<file path="src/rtl/moore_seq_pkg.sv">
// Shared constants and elaboration-time helpers for the serial pattern detector.
// Builds the KMP failure table and the full (state, bit) transition table as constants.
package moore_seq_pkg;

    localparam int MAX_LEN = 16;
    localparam int FW      = 5;                  // field width wide enough for 0..MAX_LEN

    localparam int         DEF_PAT_LEN = 4;
    localparam logic [3:0] DEF_PATTERN = 4'b1011;

    typedef logic [(MAX_LEN+1)*FW-1:0]   fail_tab_t;
    typedef logic [(MAX_LEN+1)*2*FW-1:0] delta_tab_t;

    function automatic int clog2(input int v);
        int r;
        r = 0;
        while ((1 << r) < v) r++;
        return r;
    endfunction

    // Entry k = longest proper prefix of the first k pattern bits that is also their suffix.
    function automatic fail_tab_t kmp_fail(input logic [MAX_LEN-1:0] pat, input int len);
        int        f [0:MAX_LEN];
        int        k;
        fail_tab_t t;
        for (int i = 0; i <= MAX_LEN; i++) f[i] = 0;
        k = 0;
        for (int i = 1; i < len; i++) begin
            while (k > 0 && pat[len-1-i] != pat[len-1-k]) k = f[k];
            if (pat[len-1-i] == pat[len-1-k]) k++;
            f[i+1] = k;
        end
        t = '0;
        for (int i = 0; i <= MAX_LEN; i++) t[i*FW +: FW] = FW'(f[i]);
        return t;
    endfunction

    // Entry (k*2+b) = next state from Sk on bit b; rows filled in increasing k so
    // fallback rows (always < k) are already final when referenced.
    function automatic delta_tab_t kmp_delta(input logic [MAX_LEN-1:0] pat, input int len,
                                             input bit ovl);
        fail_tab_t  f;
        delta_tab_t d;
        int         nxt;
        int         src;
        logic       bv;
        f = kmp_fail(pat, len);
        d = '0;
        for (int k = 0; k < len; k++) begin
            for (int b = 0; b < 2; b++) begin
                bv = b[0];
                if (pat[len-1-k] == bv)
                    nxt = k + 1;
                else if (k == 0)
                    nxt = 0;
                else
                    nxt = int'(d[(int'(f[k*FW +: FW])*2 + b)*FW +: FW]);
                d[(k*2+b)*FW +: FW] = FW'(nxt);
            end
        end
        src = ovl ? int'(f[len*FW +: FW]) : 0;
        for (int b = 0; b < 2; b++)
            d[(len*2+b)*FW +: FW] = d[(src*2+b)*FW +: FW];
        return d;
    endfunction

endpackage

</file>
<file path="src/rtl/moore_seq_next_state.sv">
// Combinational next-state lookup for the pattern detector (pure table mux, zero latency).
// No flow control: evaluated every cycle, the caller decides whether to load it.
module moore_seq_next_state
    import moore_seq_pkg::*;
#(
    parameter int                 PAT_LEN = DEF_PAT_LEN,
    parameter logic [PAT_LEN-1:0] PATTERN = DEF_PATTERN,
    parameter bit                 OVERLAP = 1'b1
) (
    input  logic [clog2(PAT_LEN+1)-1:0] i_state,
    input  logic                        i_bit,
    output logic [clog2(PAT_LEN+1)-1:0] o_next_state
);

    localparam int         ST_W  = clog2(PAT_LEN + 1);
    localparam delta_tab_t DELTA = kmp_delta(MAX_LEN'(PATTERN), PAT_LEN, OVERLAP);

    int w_idx;

    // Encodings above PAT_LEN are unreachable and recover to S0.
    always_comb begin
        w_idx        = 0;
        o_next_state = '0;
        if (int'(i_state) <= PAT_LEN) begin
            w_idx        = (int'(i_state) * 2 + int'(i_bit)) * FW;
            o_next_state = DELTA[w_idx +: ST_W];
        end
    end

endmodule

</file>
<file path="src/rtl/moore_seq_detector.sv">
// Moore serial pattern detector; Z decodes the registered state one cycle after the final bit.
// en=0 freezes everything; MOORE_SEQ_MATCH_CNT_EN adds a saturating match counter.
module moore_seq_detector
    import moore_seq_pkg::*;
#(
    parameter int                 PAT_LEN = DEF_PAT_LEN,
    parameter logic [PAT_LEN-1:0] PATTERN = DEF_PATTERN,
    parameter bit                 OVERLAP = 1'b1,
    parameter int                 CNT_W   = 8
) (
    input  logic                        clock,
    input  logic                        reset,
    input  logic                        en,
    input  logic                        I,
    output logic                        Z,
    output logic [clog2(PAT_LEN+1)-1:0] state,
    output logic [CNT_W-1:0]            match_count
);

    localparam int ST_W = clog2(PAT_LEN + 1);

    logic [ST_W-1:0] r_state;
    logic [ST_W-1:0] w_next_state;

    moore_seq_next_state #(
        .PAT_LEN (PAT_LEN),
        .PATTERN (PATTERN),
        .OVERLAP (OVERLAP)
    ) u_next_state (
        .i_state      (r_state),
        .i_bit        (I),
        .o_next_state (w_next_state)
    );

    always_ff @(posedge clock or negedge reset) begin
        if (!reset)
            r_state <= '0;
        else if (en)
            r_state <= w_next_state;
    end

    assign state = r_state;
    assign Z     = (r_state == ST_W'(PAT_LEN));

`ifdef MOORE_SEQ_MATCH_CNT_EN
    logic [CNT_W-1:0] r_match_count;

    always_ff @(posedge clock or negedge reset) begin
        if (!reset)
            r_match_count <= '0;
        else if (en && w_next_state == ST_W'(PAT_LEN) && r_match_count != '1)
            r_match_count <= r_match_count + 1'b1;
    end

    assign match_count = r_match_count;
`else
    assign match_count = '0;
`endif

endmodule

</file>
<file path="config.mk">
export PLATFORM = sky130hd
export DESIGN_NAME = moore_seq_detector
export DESIGN_NICKNAME = d
export VERILOG_FILES = /design/src/rtl/moore_seq_pkg.sv /design/src/rtl/moore_seq_next_state.sv /design/src/rtl/moore_seq_detector.sv
export SDC_FILE = /design/constraint.sdc
export NUM_CORES = 1
export LEC_CHECK = 0
export ABC_AREA = 1
export CORE_AREA = 2 2 39 41
export CTS_BUF_LIST = sky130_fd_sc_hd__clkbuf_8
export CTS_CLUSTER_DIAMETER = 100
export DETAILED_ROUTE_END_ITERATION = 10
export DIE_AREA = 0 0 41 43
export PLACE_DENSITY = 0.77
export SYNTH_ARGS = -nofsm -noshare
export SYNTH_HDL_FRONTEND = slang
export SYNTH_SLANG_ARGS = --single-unit
</file>
<file path="constraint.sdc">
create_clock -name clock -period 2.3 [get_ports clock]
set_input_delay 0.23 -clock clock [delete_from_list [all_inputs] [get_ports clock]]
set_output_delay 0.23 -clock clock [all_outputs]
set_load 0.01 [all_outputs]
</file>
==> results.cfg <==
[setup_path]
worstSetupPathType = reg -> reg
path_max_fanout = 6
reg2reg_to = state[2]$_DFFE_PN0P_
endpoint_kind = register
worstReg2RegStart = state[0]$_DFFE_PN0P_
arrival_ns = 2.20
rrSetupSlack_ns = 0.25
cp-start-kind = register
required_ns = 2.45
reg2reg_depth = 10

[cts]
numClockSinks = 3
cts_buffer_depth = 2
cts-buffers-inserted = 3
hold_buffers = 0
cts_tree = done
clock-root-buffer = clkbuf_8
insertion_delay_ns = 0.22
cts_repair_resize_count = 0
postCtsSetupBuffers = 0
cts.htree.levels = 1
clk_pin_slew_ns = 0.03

[floorplan]
dieArea_um2 = 1760
io_pins = 16
coreArea_um2 = 1380
die_w_um = 41
rows = 14
die_y_um = 43
start_util_pct = 45.0

[synth]
netlist_instances = 103
syn_avg_cell_area_um2 = 6.05
synthFlopType = dfrtp_1
syn_area_um2 = 623
synth_edf_count = 0
async_reset_ff_share_pct = 100
synth.distinct_cells = 18
ys_seq_area_share_pct = 12.0
synth_seq_cells = 3
ys_warn_count = 0

[grt]
gr-total-overflow = 0
antenna_found_initial = 0
grt_max_degree = 10
grt_pass1_wl_um = 1930
globalRouteTotalUtil_pct = 15.1
grt_pass1_vias = 525

[timing]
finalHoldViolCount = 0
whs_ns = 0.196
rsz0062_at_grt = no
setup-tns-final_ns = 0
clock_skew_ns = 0.00138
period_share_pct = 89.0
setup_viol = 0
fin_crit_ns = 2.05
slew_viol_final = 0
fmax_mhz = 488

[place]
dpl.hpwl_um = 949
placed_cells = 129
gp_congestion = 0.899
place.port_buffers = 7

[min_path]
min_path_type = in -> async

[cells_and_area]
nNetsFinal = 134
fillers = 144
largest_register_ff_count = 3
area_growth_pct = 21.1
register_area_um2 = 75.1
antenna_cells = 0
final_cell_mix = 42 x nand2_1, 14 x inv_1, 11 x ha_1
stdcell_count = 133
layout_commonest_cell = nand2_1
multi_input_area_um2 = 454
drive_gt1_share_pct = 11.1

[run_status]
status = complete, no violations

[route]
vias_per_cell = 4.62
drcViolationCount = 0
dr.pass1.iters = 4
drtAntennaViolNets = 0
drt_iter0_drc = 15
wirelength_um = 1150
post_drt_wl_per_cell_um = 8.63
vias = 614

[power]
leakage_uw = 0.000447
cellPowerDensity_nw_per_um2 = 1320
irDropWorstVdd_mv = 0.504

[run]
drv_cap = 0
## how the worst max path moves through the flow
stage | from | end | depth (start not counted)
after floorplan | state[0]$_DFFE_PN0P_ | state[1]$_DFFE_PN0P_ | 9
after global routing | state[2]$_DFFE_PN0P_ | state[1]$_DFFE_PN0P_ | 9
after CTS | state[2]$_DFFE_PN0P_ | state[2]$_DFFE_PN0P_ | 10
final | state[0]$_DFFE_PN0P_ | state[2]$_DFFE_PN0P_ | 10
after detailed placement | I | state[1]$_DFFE_PN0P_ | 10
after global placement | I | state[1]$_DFFE_PN0P_ | 10
## worst max-delay path, cell delays in order, from the launching register on
cell and delay (ns):
dfrtp_1 0.38, ha_1 0.33, ha_1 0.18, inv_1 0.05
fa_1 0.57, inv_1 0.09, nor2_1 0.11, nand2_1 0.06
nand3_1 0.08, nand3_1 0.07, nand2_1 0.07
## final cells by class
type	count	area share (%)
clock inverter	1	0.498
multi-input combinational	83	60.2
tap	16	2.65
clock buffer	3	5.47
sequential	3	9.95
timing repair buffer	11	13.3
inverter	16	7.96
## power by group
| group | internal [uW] | switching, uW | total (uW) |
|---|---|---|---|
| logic | 311 | 442 | 753 |
| clock network | 114 | 35.0 | 149 |
| registers | 76.4 | 15.1 | 91.5 |
| total | 501 | 492 | 993 |
## per-stage QoR
step                      worst slack (ns)  utilization, %  total power (uW)  cell area (um2)
final                                0.252            54.5               993              754
after global routing                0.0686            54.5              1110              754
after CTS                            0.248            54.5               996              754
after detailed placement             0.120            51.3               842              709
after global placement               0.136            51.3               839              709
after floorplan                      0.221               -               650              649
## metal layers
layer | vias up | wire, um | track usage, % | share of wire, %
li1 | 325 | - | - | -
met2 | 15 | 633 | 27.2 | 55
met5 | - | 0 | 0 | 0
met1 | 272 | 474 | 17.0 | 41
met3 | 2 | 29 | 1.57 | 2.5
met4 | 0 | 10 | 4.67 | 0.87
## synthesized netlist by cell type, types with 2 or more instances
| library cell | instances | area, um2 |
|---|---|---|
| nand2_2 | 2 | 12.5 |
| buf_4 | 8 | 60.1 |
| nand3b_1 | 2 | 15.0 |
| dfrtp_1 | 3 | 75.1 |
| a21oi_1 | 3 | 15.0 |
| nor2_1 | 5 | 18.8 |
| inv_2 | 3 | 11.3 |
| ha_1 | 11 | 138 |
| inv_1 | 13 | 48.8 |
| nand2_1 | 42 | 158 |
| nand3_1 | 4 | 20.0 |
## cells by family (layout without fill, tap and decap cells)
| kind of cell | count (synthesis) | count (layout) | share of synthesized area, % |
|---|---|---|---|
| AOI/OAI and AO/OA | 6 | 6 | 5.02 |
| and+or+nand+nor | 57 | 57 | 37.8 |
| other | 1 | 8 | 0.602 |
| adders and majority gates | 12 | 12 | 25.3 |
| buffers and inverters | 24 | 31 | 19.3 |
| DFF | 3 | 3 | 12.0 |
(Power assumes the default switching activity.)
